--- config.mk ---
export PLATFORM = sky130hd
export DESIGN_NAME = quad_arbiter
export DESIGN_NICKNAME = d
export VERILOG_FILES = /design/src/rtl/draw_pkg.sv /design/src/rtl/rr_pick.sv /design/src/rtl/quad_arbiter.sv
export SDC_FILE = /design/constraint.sdc
export NUM_CORES = 1
export LEC_CHECK = 0
export BUFFER_PORTS_ARGS = -buffer_cell sky130_fd_sc_hd__buf_2
export CORE_AREA = 3 3 213 215
export CTS_BUF_LIST = sky130_fd_sc_hd__clkbuf_4 sky130_fd_sc_hd__clkbuf_8
export DETAILED_ROUTE_END_ITERATION = 8
export DIE_AREA = 0 0 216 218
export SLEW_MARGIN = 20
export SYNTH_ARGS = -nofsm -noshare
export SYNTH_HDL_FRONTEND = slang
export SYNTH_SLANG_ARGS = --single-unit
--- constraint.sdc ---
create_clock -name clk -period 2.3 [get_ports clk]
set_input_delay 0.23 -clock clk [delete_from_list [all_inputs] [get_ports clk]]
set_output_delay 0.23 -clock clk [all_outputs]
set_load 0.005 [all_outputs]
--- src/rtl/draw_pkg.sv ---
// Shared types for the draw pipeline arbiters.
//   arb_state_t : quad arbiter FSM state encoding
//   quad_t      : one quad slot as packed on quad_in (x0 in the LSBs)
//   DEF_CORDW / DEF_COLRW : default coordinate and colour widths
package draw_pkg;

    localparam int DEF_CORDW = 16;
    localparam int DEF_COLRW = 4;

    typedef enum logic [1:0] {
        IDLE  = 2'd0,
        START = 2'd1,
        WAIT  = 2'd2,
        ACK   = 2'd3
    } arb_state_t;

    // First member lands in the MSBs, so y3 leads and x0 ends up at bit 0.
    typedef struct packed {
        logic signed [DEF_CORDW-1:0] y3;
        logic signed [DEF_CORDW-1:0] x3;
        logic signed [DEF_CORDW-1:0] y2;
        logic signed [DEF_CORDW-1:0] x2;
        logic signed [DEF_CORDW-1:0] y1;
        logic signed [DEF_CORDW-1:0] x1;
        logic signed [DEF_CORDW-1:0] y0;
        logic signed [DEF_CORDW-1:0] x0;
    } quad_t;

endpackage

--- src/rtl/rr_pick.sv ---
// Combinational round-robin picker.
//   req     : request vector
//   ptr     : index that has highest priority this round
//   win     : one-hot winner (zero when no request)
//   win_idx : binary index of the winner
//   any     : at least one request is set
module rr_pick #(
    parameter int N  = 3,
    parameter int IW = $clog2(N)
) (
    input  logic [N-1:0]  req,
    input  logic [IW-1:0] ptr,
    output logic [N-1:0]  win,
    output logic [IW-1:0] win_idx,
    output logic          any
);

    int j;

    always_comb begin
        // NOTE: every output gets a default before the loop, otherwise the
        // paths where no request matches would infer latches.
        win     = '0;
        win_idx = '0;
        any     = 1'b0;
        j       = 0;
        // Scan ptr, ptr+1, ... wrapping at N; the first set request wins.
        for (int k = 0; k < N; k++) begin
            j = int'(ptr) + k;
            if (j >= N) j = j - N;
            if (!any && req[IW'(j)]) begin
                any          = 1'b1;
                win[IW'(j)]  = 1'b1;
                win_idx      = IW'(j);
            end
        end
    end

endmodule

--- src/rtl/quad_arbiter.sv ---
// Round-robin arbiter sharing one draw_quad engine between NREQ producers.
//   clk, rstn        : clock, synchronous active-low reset
//   req              : level request per requester
//   quad_in, colr_in : per-requester quad vertices / colour, sampled at grant
//   hold             : blocks new grants (in-flight quad still completes)
//   grant            : one-hot owner of the engine
//   ack              : one-cycle completion pulse to the owner
//   eng_start        : one-cycle start pulse to draw_quad
//   eng_x0..eng_y3, eng_colr : latched quad handed to draw_quad
//   eng_done         : draw_quad completion pulse
//   busy             : engine owned by a requester
module quad_arbiter
    import draw_pkg::*;
#(
    parameter int CORDW = DEF_CORDW,
    parameter int COLRW = DEF_COLRW,
    parameter int NREQ  = 3
) (
    input  logic                      clk,
    input  logic                      rstn,
    input  logic [NREQ-1:0]           req,
    input  logic [NREQ*8*CORDW-1:0]   quad_in,
    input  logic [NREQ*COLRW-1:0]     colr_in,
    input  logic                      hold,
    output logic [NREQ-1:0]           grant,
    output logic [NREQ-1:0]           ack,
    output logic                      eng_start,
    output logic signed [CORDW-1:0]   eng_x0,
    output logic signed [CORDW-1:0]   eng_y0,
    output logic signed [CORDW-1:0]   eng_x1,
    output logic signed [CORDW-1:0]   eng_y1,
    output logic signed [CORDW-1:0]   eng_x2,
    output logic signed [CORDW-1:0]   eng_y2,
    output logic signed [CORDW-1:0]   eng_x3,
    output logic signed [CORDW-1:0]   eng_y3,
    output logic [COLRW-1:0]          eng_colr,
    input  logic                      eng_done,
    output logic                      busy
);

    localparam int IW = $clog2(NREQ);

    arb_state_t            state;
    logic [IW-1:0]         ptr;
    logic [IW-1:0]         owner;
    logic [8*CORDW-1:0]    eng_quad;

    logic [NREQ-1:0]       win;
    logic [IW-1:0]         win_idx;
    logic                  any;
    logic [8*CORDW-1:0]    sel_quad;
    logic [COLRW-1:0]      sel_colr;

    rr_pick #(.N(NREQ), .IW(IW)) u_pick (
        .req     (req),
        .ptr     (ptr),
        .win     (win),
        .win_idx (win_idx),
        .any     (any)
    );

    assign sel_quad = quad_in[int'(win_idx)*8*CORDW +: 8*CORDW];
    assign sel_colr = colr_in[int'(win_idx)*COLRW +: COLRW];

    assign eng_x0 = eng_quad[0*CORDW +: CORDW];
    assign eng_y0 = eng_quad[1*CORDW +: CORDW];
    assign eng_x1 = eng_quad[2*CORDW +: CORDW];
    assign eng_y1 = eng_quad[3*CORDW +: CORDW];
    assign eng_x2 = eng_quad[4*CORDW +: CORDW];
    assign eng_y2 = eng_quad[5*CORDW +: CORDW];
    assign eng_x3 = eng_quad[6*CORDW +: CORDW];
    assign eng_y3 = eng_quad[7*CORDW +: CORDW];

    // NOTE: all state here uses non-blocking assignments so every register
    // samples pre-edge values regardless of statement order.
    always_ff @(posedge clk) begin
        if (!rstn) begin
            state     <= IDLE;
            ptr       <= '0;
            owner     <= '0;
            grant     <= '0;
            ack       <= '0;
            eng_start <= 1'b0;
            busy      <= 1'b0;
            eng_quad  <= '0;
            eng_colr  <= '0;
        end else begin
            case (state)
                IDLE: begin
                    if (!hold && any) begin
                        eng_quad  <= sel_quad;
                        eng_colr  <= sel_colr;
                        grant     <= win;
                        owner     <= win_idx;
                        busy      <= 1'b1;
                        eng_start <= 1'b1;
                        state     <= START;
                    end
                end
                START: begin
                    // eng_done cannot be valid yet; the engine only just started.
                    eng_start <= 1'b0;
                    state     <= WAIT;
                end
                WAIT: begin
                    if (eng_done) begin
                        ack   <= grant;
                        grant <= '0;
                        busy  <= 1'b0;
                        ptr   <= (owner == IW'(NREQ-1)) ? '0 : owner + 1'b1;
                        state <= ACK;
                    end
                end
                ACK: begin
                    // Forced gap cycle: the acked requester gets time to drop req.
                    ack   <= '0;
                    state <= IDLE;
                end
                default: state <= IDLE;
            endcase
        end
    end

endmodule
==> qor.csv, run 1 <==
metric,value,unit
crit-path max FO,29,
syn_area_per_cell,7.96,µm²
status,finished with violations,
Tcrit/Tclk final,105,%
Rel. slew slack,63.1,%
DR pass1 iterations,5,
number of placed I/O pins,543,
"top cells by area, synth","dfxtp_1 (31%), a211oi_1 (14%), a211oi_2 (12%), o31ai_1 (11%), nor2_1 (5.9%)",
routing usage on met1,21.8,%
worst skew pair latency,0.52,ns
final worst setup slack,-0.118,ns
FP Rows,77,
CP arrival,2.82,ns
layout cells sized above 1,50.0,%
Clock H-tree levels,4,
vias per cell,4.88,
CTS Buffer Depth,2,
GRT Max-Usage Layer,met2,
f_max,0.414,GHz
CP endpoint kind,register,
M2 GR Usage,34.2,%
post-synth top area cell,dfxtp_1,
Ys Warns,0,
Final Max Slew Viols,0,
Synth Flop Type,dfxtp_1,
worst slew pin tran,0.539,ns
WP data required,2.70,ns
worst clock skew,0.0181,ns
P_leak,0.00782,µW
Hold Startpoint,quad_in[122],
vias in the first global route,12306,
Worst Hold Class,in2reg,
post-synth cell types,52,
WL/cell,19.9,µm
flop and latch count out of synthesis,146,
Cell Pwr Density,732,nW/µm²
Starting Density,21.2,%
core area,43900,µm²
clock buffer count from CTS,17,
Startpoint Class,register,
TritonCTS clock tree,done,
Final Setup Violations,132,
Worst Hold Path EP,eng_quad[122],
share of the synthesized area in the top cell type,31.4,%
GRT Total Usage,19.3,%
register area share after synthesis,31.4,%
R2R depth,9,
met3 Use GR,4.97,%
"Reg clk slew, reported paths",0.10,ns
largest net degree at the start of global routing,65,
final net count,2325,
dpl hpwl,32.2,mm
failing checks,setup timing,
RSZ-0062 raised after global routing,yes,
Final Core Density,38.9,%
Max-cap violations,0,
CTS root buf,clkbuf_8,
Area Growth Syn to Fin,83.5,%
IO Port Bufs,542,
syn nets,1582,
Fin. Hold Viols,0,
CP Class,reg2reg,
Critical R2R Capture,eng_quad[108],
Initial DRC Count,717,
VDD IR max,0.000280,V
first-pass GRT wire length,70.3,mm
Final Critical Period,2.42,ns
pre-CTS setup slack,-0.503,ns
r2r setup slk,-0.12,ns
GPL Wtd Cong,0.895,
post-route ant nets,0,
Post-synth EDFFs,0,
synthesized instance count,1170,
clk sinks,146,
asr flop ratio synth,0,%
setup tns final,-7.02,ns
DIE WIDTH,216,µm
reg2reg start,ptr[0],
routed vias,12296,
Hold Path Depth,3,
gr ovfl total,0,
Die Height,218,µm
die area,47100,µm²
final wirelength,50.1,mm
DR DRC count,0,
mapped cell area,9320,µm²
Hold WS,0.0445,ns
initial antenna violation count,4,
sequential cells by signal, summed over array words and instances (netlist names):
| register | flops |
|---|---|
| ack | 3 |
| busy | 1 |
| eng_colr | 4 |
| eng_quad | 128 |
| eng_start | 1 |
| grant | 3 |
| owner | 2 |
| ptr | 2 |
| state | 2 |
kinds of logic after synthesis:
kind of cell	Yosys count	share of synthesized area [%]
fa+ha+maj	9	1.21
mux	6	0.712
simple gates	309	13.2
buf+inv	261	12.8
flops	146	31.4
compound gates	439	40.7
per-layer routing:
metal,vias up,part of all wire [%]
met3,117,7.9
met2,688,49
met4,2,4.2
li1,5679,-
met1,5810,39
met5,-,0.026
area by class of cell:
cell class	count	area [µm²]
sequential	146	2930
tap	592	741
clock inverter	10	123
fill	4382	26800
inverter	139	529
timing repair buffer	846	6480
clock buffer	22	297
multi-input combinational	763	5980
antenna	2	5.00
through the flow:
stage | area [µm²] | instances | total power (µW)
finish | 17100 | 2520 | 12500
CTS | 16600 | 2506 | 12100
global route | 17100 | 2520 | 13200
floorplan | 9410 | 1170 | 6200
global placement | 13500 | 2310 | 8620
detailed placement | 13500 | 2310 | 8700
critical path, cell delays in order (launching register included):
cell and delay [ns]:
dfxtp_4 0.39, inv_4 0.04, ha_4 0.28, mux2_4 0.31
and3_4 0.20, a311o_2 0.43, buf_12 0.16, clkbuf_16 0.20
nor2_1 0.17, o31ai_1 0.11
where the power goes:
part           internal, µW  switching (µW)
combinational          3330            3430
sequential             3130             351
clock                  1100            1170
total                  7550            4960
synth_stat cells (2+ instances only):
| master | count |
|---|---|
| a21o_1 | 3 |
| buf_4 | 3 |
| o21ai_0 | 5 |
| nor2b_1 | 3 |
| and3b_1 | 2 |
| buf_6 | 22 |
| o211ai_1 | 2 |
| o21a_1 | 2 |
| dfxtp_1 | 146 |
| inv_1 | 139 |
| o31ai_1 | 134 |
| a2111oi_0 | 2 |
| nor3_1 | 3 |
| a21oi_1 | 3 |
| a221oi_1 | 2 |
| mux2i_1 | 4 |
| a211oi_2 | 90 |
| a211oi_1 | 173 |
| clkbuf_1 | 70 |
| buf_2 | 27 |
| ha_1 | 9 |
| nand2_1 | 142 |
| a31oi_1 | 4 |
| nor3b_1 | 2 |
| nor2_1 | 147 |
| nand2b_1 | 3 |
| a22oi_1 | 3 |
worst max path at each step:
stage	slack, ns	to	cells after the start	from
finish	-0.12	eng_quad[108]	9	ptr[0]
global route	-0.22	eng_quad[41]	9	ptr[1]
CTS	-0.15	eng_quad[24]	12	ptr[0]
detailed placement	-0.50	eng_quad[103]	9	ptr[0]
global placement	-0.44	eng_quad[103]	10	ptr[1]
floorplan	-0.008	eng_quad[100]	11	ptr[1]
timing repair:
action,CTS,global route
hold endpoints to repair,115,0
setup endpoints to repair,135,136
setup buffers,21,4
gates resized for setup,138,65
hold buffers,126,0
cloned,17,12
pin swaps,136,35
placed cells by master, fill, tap and decap left out, drive strengths merged, types with 3 or more instances in the layout:
cell	instances
a2111oi	3
a211oi	263
a21o	3
a21oi	4
a22oi	3
a31oi	4
buf	710
clkbuf	32
clkinvlp	3
dfxtp	146
dlygate4sd3	126
ha	9
inv	142
mux2i	4
nand2	142
nand2b	3
nor2	147
nor2b	3
nor3	3
o21ai	6
o31ai	134
Power figures use the tool's default switching activity.
==> run 2, diff against run 1 <==
--- a/config.mk
+++ b/config.mk
@@ -5,11 +5,12 @@
 export SDC_FILE = /design/constraint.sdc
 export NUM_CORES = 1
 export LEC_CHECK = 0
-export BUFFER_PORTS_ARGS = -buffer_cell sky130_fd_sc_hd__buf_2
-export CORE_AREA = 3 3 213 215
+export CORE_AREA = 3 3 211 213
 export CTS_BUF_LIST = sky130_fd_sc_hd__clkbuf_4 sky130_fd_sc_hd__clkbuf_8
 export DETAILED_ROUTE_END_ITERATION = 8
-export DIE_AREA = 0 0 216 218
+export DIE_AREA = 0 0 214 216
+export DONT_BUFFER_PORTS = 1
+export RECOVER_POWER = 25
 export SLEW_MARGIN = 20
 export SYNTH_ARGS = -nofsm -noshare
 export SYNTH_HDL_FRONTEND = slang
==> run 2 against run 1 <==
The flow still finishes with violations (setup timing); flip-flop and latch count unchanged; clock skew increased by 0.0020 ns; final cell count decreased by 14%; wire length increased by 3.8%; sequential share of layout area increased by 0.60 points; maximum frequency decreased by 3.3%; worst hold slack improved by 0.00089 ns; non-clock buffer count decreased by 357; via count decreased by 5.0%; first-iteration DRC count increased by 50%; clock power about the same; critical path type unchanged; largest cell class is now multi-input combinational cells.
==> qor.csv, run 2 (synthesis results as in run 1) <==
metric,value,unit,change
first-pass GRT wire length,71.5,mm,was 70.3 mm
WP data required,2.74,ns,was 2.70 ns
DR DRC count,0,,unchanged
post-route ant nets,0,,unchanged
worst skew pair latency,0.56,ns,was 0.52 ns
Final Power,12800,µW,was 12500 µW
largest net degree at the start of global routing,68,,was 65
P_leak,0.00645,µW,was 0.00782 µW
FP Rows,76,,was 77
final worst setup slack,-0.201,ns,was -0.118 ns
Worst Setup SP,ptr[0],,unchanged
clock buffer count from CTS,17,,unchanged
CP endpoint kind,register,,unchanged
routed vias,11687,,was 12296
metal1 wirelength,18.7,mm,was 19.4 mm
worst clock skew,0.0201,ns,was 0.0181 ns
placed cell area,10800,µm²,was 13500 µm²
CP bufs+invs,4,,was 3
critical path's top delay family,buffers and inverters,,was compound AO/OA/AOI/OAI gates
Tcrit/Tclk final,109,%,was 105%
CTS root buf,clkbuf_8,,unchanged
Regs by FF count,"eng_quad (128), eng_colr (4)",,unchanged
layout cells sized above 1,33.9,%,was 50.0%
f_max,0.400,GHz,was 0.414 GHz
CTS Buffer Depth,2,,unchanged
Clock H-tree levels,4,,unchanged
CP arrival,2.94,ns,was 2.82 ns
RSZ-0062 raised after global routing,yes,,unchanged
gr ovfl total,0,,unchanged
Worst Hold Class,in2reg,,unchanged
failing checks,setup timing,,unchanged
final wirelength,52.0,mm,was 50.1 mm
VDD IR max,0.000390,V,was 0.000280 V
CP Class,reg2reg,,unchanged
final net count,1968,,was 2325
core area,42900,µm²,was 43900 µm²
Rel. slew slack,68.7,%,was 63.1%
status,finished with violations,,unchanged
Fin. Hold Viols,0,,unchanged
die area,46200,µm²,was 47100 µm²
Max-cap violations,0,,unchanged
Final Max Slew Viols,0,,unchanged
r2r setup slk,-0.20,ns,was -0.12 ns
dpl hpwl,29.7,mm,was 32.2 mm
Area Growth Syn to Fin,77.1,%,was 83.5%
Starting Density,21.7,%,was 21.2%
TritonCTS clock tree,done,,unchanged
worst setup path end,eng_quad[118],,was eng_quad[108]
crit-path max FO,17,,was 29
Critical R2R Capture,eng_quad[118],,was eng_quad[108]
reg2reg start,ptr[0],,unchanged
most frequent cells in the layout,"dlygate4sd3_1 (267), dfxtp_1 (144), inv_1 (137), a211oi_2 (135), nand2_1 (119)",,"was buf_2 (542), a211oi_2 (153), nor2_1 (145), dfxtp_1 (144), nand2_1 (141)"
met2 routed WL,24.7,mm,was 24.6 mm
setup tns final,-13.68,ns,was -7.02 ns
Hold WS,0.0454,ns,was 0.0445 ns
GPL Wtd Cong,0.916,,was 0.895
Die Height,216,µm,was 218 µm
fin area,16500,µm²,was 17100 µm²
Initial DRC Count,1073,,was 717
"Reg clk slew, reported paths",0.08,ns,was 0.10 ns
DR pass1 iterations,6,,was 5
Cell Pwr Density,775,nW/µm²,was 732 nW/µm²
Slowest Stage Delay on Critical Path,0.42,ns,was 0.43 ns
WP depth,10,,was 9
CP max-delay cell,a311o_2,,unchanged
Startpoint Class,register,,unchanged
number of flip-flops under the largest register name,128,,unchanged
Final Setup Violations,133,,was 132
DIE WIDTH,214,µm,was 216 µm
Top Layer Used,met5,,unchanged
vias in the first global route,11939,,was 12306
initial antenna violation count,4,,unchanged
"commonest non-fill, non-tap cell in the layout",dlygate4sd3_1,,was buf_2
clk sinks,146,,unchanged
vias per cell,5.42,,was 4.88
number of placed I/O pins,543,,unchanged
CP Cell Sequence,inv_4 > ha_4 > mux2_4 > and3_4 > buf_6 > a311o_2 > buf_12 > clkbuf_16 > nor2_2 > o31ai_2,,was inv_4 > ha_4 > mux2_4 > and3_4 > a311o_2 > buf_12 > clkbuf_16 > nor2_1 > o31ai_1
R2R depth,10,,was 9
IO Port Bufs,0,,was 542
WL/cell,24.1,µm,was 19.9 µm
Filler cells,3977,,was 4382
DR WL met3,5.18,mm,was 3.96 mm
Final Critical Period,2.50,ns,was 2.42 ns
GRT Total Usage,20.1,%,was 19.3%
Top reg by flops,eng_quad,,unchanged
worst slew pin tran,0.467,ns,was 0.539 ns
==> run 2: area by class of cell <==
cell class	instances	area, µm²	area share [%]
diodes	3	7.51	0.0455
clock buffers	21	283	1.71
clock inverters	9	131	0.796
inverters	139	524	3.18
multi-input cells	763	6160	37.3
flip-flops and latches	146	2930	17.7
well taps	585	732	4.44
repair buffers	489	5740	34.8
==> run 2: what timing repair did <==
action                                  CTS  global route
pin swaps                                99            35
endpoints found under the setup margin  136           140
gates cloned                             20             9
hold buffers                            265             2
hold endpoints to repair                142             2
setup buffers                            43            31
resized for setup                       123           201
==> run 2: worst reg2reg max path: stages, from the launching register on <==
cell and delay (ns):
dfxtp_4 0.40, inv_4 0.05, ha_4 0.28, mux2_4 0.30
and3_4 0.20, buf_6 0.11, a311o_2 0.42, buf_12 0.19
clkbuf_16 0.21, nor2_2 0.15, o31ai_2 0.09
==> run 2: worst min-delay path by stage <==
stage | startpoint | endpoint | slack [ns] | cells past startpoint
3_5_place_dp | rstn | state[1] | 0.42 | 2
3_3_place_gp | rstn | state[1] | 0.39 | 2
4_1_cts | quad_in[217] | eng_quad[89] | 0.004 | 4
2_1_floorplan | rstn | state[1] | 0.38 | 2
5_1_grt | quad_in[217] | eng_quad[89] | 0.03 | 4
6_report | quad_in[114] | eng_quad[114] | 0.05 | 3
==> run 2: stage by stage <==
step / setup slack, ns / std cells / utilization, %
4_1_cts: -0.220 / 2125 / 36.0
5_1_grt: -0.268 / 2154 / 38.5
6_report: -0.201 / 2155 / 38.5
3_5_place_dp: -0.284 / 1767 / 25.1
3_3_place_gp: -0.237 / 1767 / 25.1
2_1_floorplan: -0.00791 / 1170 / -
==> run 2: report_power, final <==
group	internal (µW)	total, µW	switching [µW]	leakage [µW]
registers	3120	3730	607	0.00120
logic	3380	6760	3380	0.00505
clock network	1150	2300	1150	0.000203
==> run 2: per-layer routing <==
layer / vias up / GRT usage [%]
met5: - / 0
met4: 4 / 11.7
met3: 254 / 7.17
met2: 946 / 34.4
met1: 5511 / 21.4
li1: 4972 / -
==> run 3, diff against run 2 <==
--- a/config.mk
+++ b/config.mk
@@ -5,11 +5,12 @@
 export SDC_FILE = /design/constraint.sdc
 export NUM_CORES = 1
 export LEC_CHECK = 0
-export CORE_AREA = 3 3 211 213
+export CORE_AREA = 3 3 210 212
 export CTS_BUF_LIST = sky130_fd_sc_hd__clkbuf_4 sky130_fd_sc_hd__clkbuf_8
 export DETAILED_ROUTE_END_ITERATION = 8
-export DIE_AREA = 0 0 214 216
+export DIE_AREA = 0 0 213 215
 export DONT_BUFFER_PORTS = 1
+export HOLD_SLACK_MARGIN = 0.02
 export RECOVER_POWER = 25
 export SLEW_MARGIN = 20
 export SYNTH_ARGS = -nofsm -noshare
==> run 3 against run 2 <==
The flow still finishes with violations (setup timing); clock-buffer cell count grew 1; clock skew shrank 0.0043 ns; maximum frequency is 1.4% higher; sequential share of layout area up 0.57 points.
==> qor.csv, run 3 (synthesis results as in run 1) <==
metric,value,unit,change
dpl hpwl,29.3,mm,was 29.7 mm
DIE WIDTH,213,µm,was 214 µm
most frequent cells in the layout,"dlygate4sd3_1 (267), a211oi_2 (166), dfxtp_1 (144), nand2_1 (140), inv_1 (136)",,"was dlygate4sd3_1 (267), dfxtp_1 (144), inv_1 (137), a211oi_2 (135), nand2_1 (119)"
number of flip-flops under the largest register name,128,,unchanged
f_max,0.406,GHz,was 0.400 GHz
vias in the first global route,11143,,was 11939
Tcrit/Tclk final,107,%,was 109%
Final Max Slew Viols,0,,unchanged
WP data required,2.75,ns,was 2.74 ns
Fin. Hold Viols,0,,unchanged
core area,42100,µm²,was 42900 µm²
first-pass GRT wire length,64.1,mm,was 71.5 mm
filler-free cell count of the finished design,2089,,was 2155
Regs by FF count,"eng_quad (128), eng_colr (4)",,unchanged
largest net degree at the start of global routing,71,,was 68
worst slew pin tran,0.562,ns,was 0.467 ns
GPL Wtd Cong,0.893,,was 0.916
DR pass1 iterations,5,,was 6
status,finished with violations,,unchanged
vias per cell,5.52,,was 5.42
"Reg clk slew, reported paths",0.10,ns,was 0.08 ns
Final Critical Period,2.47,ns,was 2.50 ns
clk sinks,146,,unchanged
TritonCTS clock tree,done,,unchanged
routed vias,11541,,was 11687
RSZ-0062 raised after global routing,yes,,unchanged
final worst setup slack,-0.165,ns,was -0.201 ns
die area,45800,µm²,was 46200 µm²
number of placed I/O pins,543,,unchanged
placed cell area,10800,µm²,about the same
CP arrival,2.91,ns,was 2.94 ns
layout cells sized above 1,31.2,%,was 33.9%
# placed instances,1729,,was 1767
CTS root buf,clkbuf_8,,unchanged
Top reg by flops,eng_quad,,unchanged
Rel. slew slack,62.5,%,was 68.7%
CTS Buffer Depth,2,,unchanged
crit-path max FO,70,,was 17
Hold WS,0.0726,ns,was 0.0454 ns
CP Class,reg2reg,,unchanged
Initial DRC Count,1120,,was 1073
P_leak,0.00621,µW,was 0.00645 µW
FP Rows,75,,was 76
failing checks,setup timing,,unchanged
post-route ant nets,0,,unchanged
gr ovfl total,0,,unchanged
clock buffer count from CTS,17,,unchanged
Area Growth Syn to Fin,71.8,%,was 77.1%
Worst Hold Class,in2reg,,unchanged
IO Port Bufs,0,,unchanged
worst skew pair latency,0.54,ns,was 0.56 ns
initial antenna violation count,11,,was 4
Starting Density,22.1,%,was 21.7%
Cell Pwr Density,761,nW/µm²,was 775 nW/µm²
"commonest non-fill, non-tap cell in the layout",dlygate4sd3_1,,unchanged
VDD IR max,0.000416,V,was 0.000390 V
Final Power,12200,µW,was 12800 µW
Startpoint Class,register,,unchanged
DR DRC count,0,,unchanged
final wirelength,52.5,mm,was 52.0 mm
Filler cells,3907,,was 3977
Max-cap violations,0,,unchanged
Die Height,215,µm,was 216 µm
Final Setup Violations,115,,was 133
final net count,1940,,was 1968
fin area,16000,µm²,was 16500 µm²
WL/cell,25.1,µm,was 24.1 µm
worst clock skew,0.0158,ns,was 0.0201 ns
Clock H-tree levels,4,,unchanged
CP endpoint kind,register,,unchanged
GRT Total Usage,18.1,%,was 20.1%
## run 3: cell types whose count changed in the layout (fill, tap and decap cells not counted), moves of 10 or more
cell       change
a211oi_1      -51
a211oi_2      +31
a211oi_4      +20
buf_12        -12
buf_16        -16
buf_8         -10
clkbuf_16     +13
nand2_1       +21
nand2_2       -18
nor2_1        +36
nor2_2        -34
o31ai_1       +15
o31ai_2       -13
## run 3: stage by stage
| step | util (%) | setup slack [ns] | TNS, ns |
|---|---|---|---|
| 4_1_cts | 34.1 | -0.0567 | -0.828 |
| 5_1_grt | 38.0 | -0.203 | -14.98 |
| 3_5_place_dp | 25.7 | -0.428 | -16.43 |
| 6_report | 38.0 | -0.165 | -7.55 |
| 3_3_place_gp | 25.7 | -0.455 | -13.02 |
| 2_1_floorplan | - | -0.00791 | -0.304 |
## run 3: path summary, 6_finish.rpt
check / cells after the start / to / slack (ns) / startpoint
worst max-delay path: 8 / eng_quad[39] / -0.17 / ptr[1]
worst min-delay path: 4 / eng_quad[25] / 0.07 / quad_in[153]
worst max register to register: 8 / eng_quad[39] / -0.17 / ptr[1]
worst min register to register: 2 / eng_quad[57] / 0.48 / eng_quad[57]
## run 3: report_power, final
group / switching [µW] / total (µW) / internal, µW
clock: 1150 / 2180 / 1030
sequential: 592 / 3710 / 3120
combinational: 3310 / 6280 / 2960
total: 5050 / 12200 / 7120
## run 3: per-layer routing
layer	vias up	track usage [%]	share of wire, %
li1	4896	-	-
met5	-	0	0.025
met2	932	29.6	48
met1	5492	19.6	36
met3	219	6.93	11
met4	2	11.4	5.6
## run 3: final cells by class
cell class	instances	area, µm²	area share, %
timing repair buffer	461	5200	32.5
clock buffer	22	278	1.74
sequential	146	2930	18.3
inverter	139	527	3.29
tap	539	674	4.21
antenna	10	25.0	0.156
multi-input combinational	763	6260	39.1
clock inverter	9	109	0.680
## run 3: worst max-delay path, stage by stage (launching register included)
cell	delay, ns
dfxtp_4	0.38
inv_4	0.04
ha_4	0.16
mux2_4	0.31
or3_4	0.38
buf_12	0.20
a211oi_1	0.45
a211oi_2	0.09
o31ai_1	0.22
## run 3: timing repair
action / in CTS / in global routing
setup buffers: 6 / 20
gates resized for setup: 80 / 184
endpoints found under the hold margin: 143 / 0
hold buffers: 267 / 0
setup endpoints to repair: 135 / 135
gates cloned: 1 / 26
pin swaps: 19 / 131
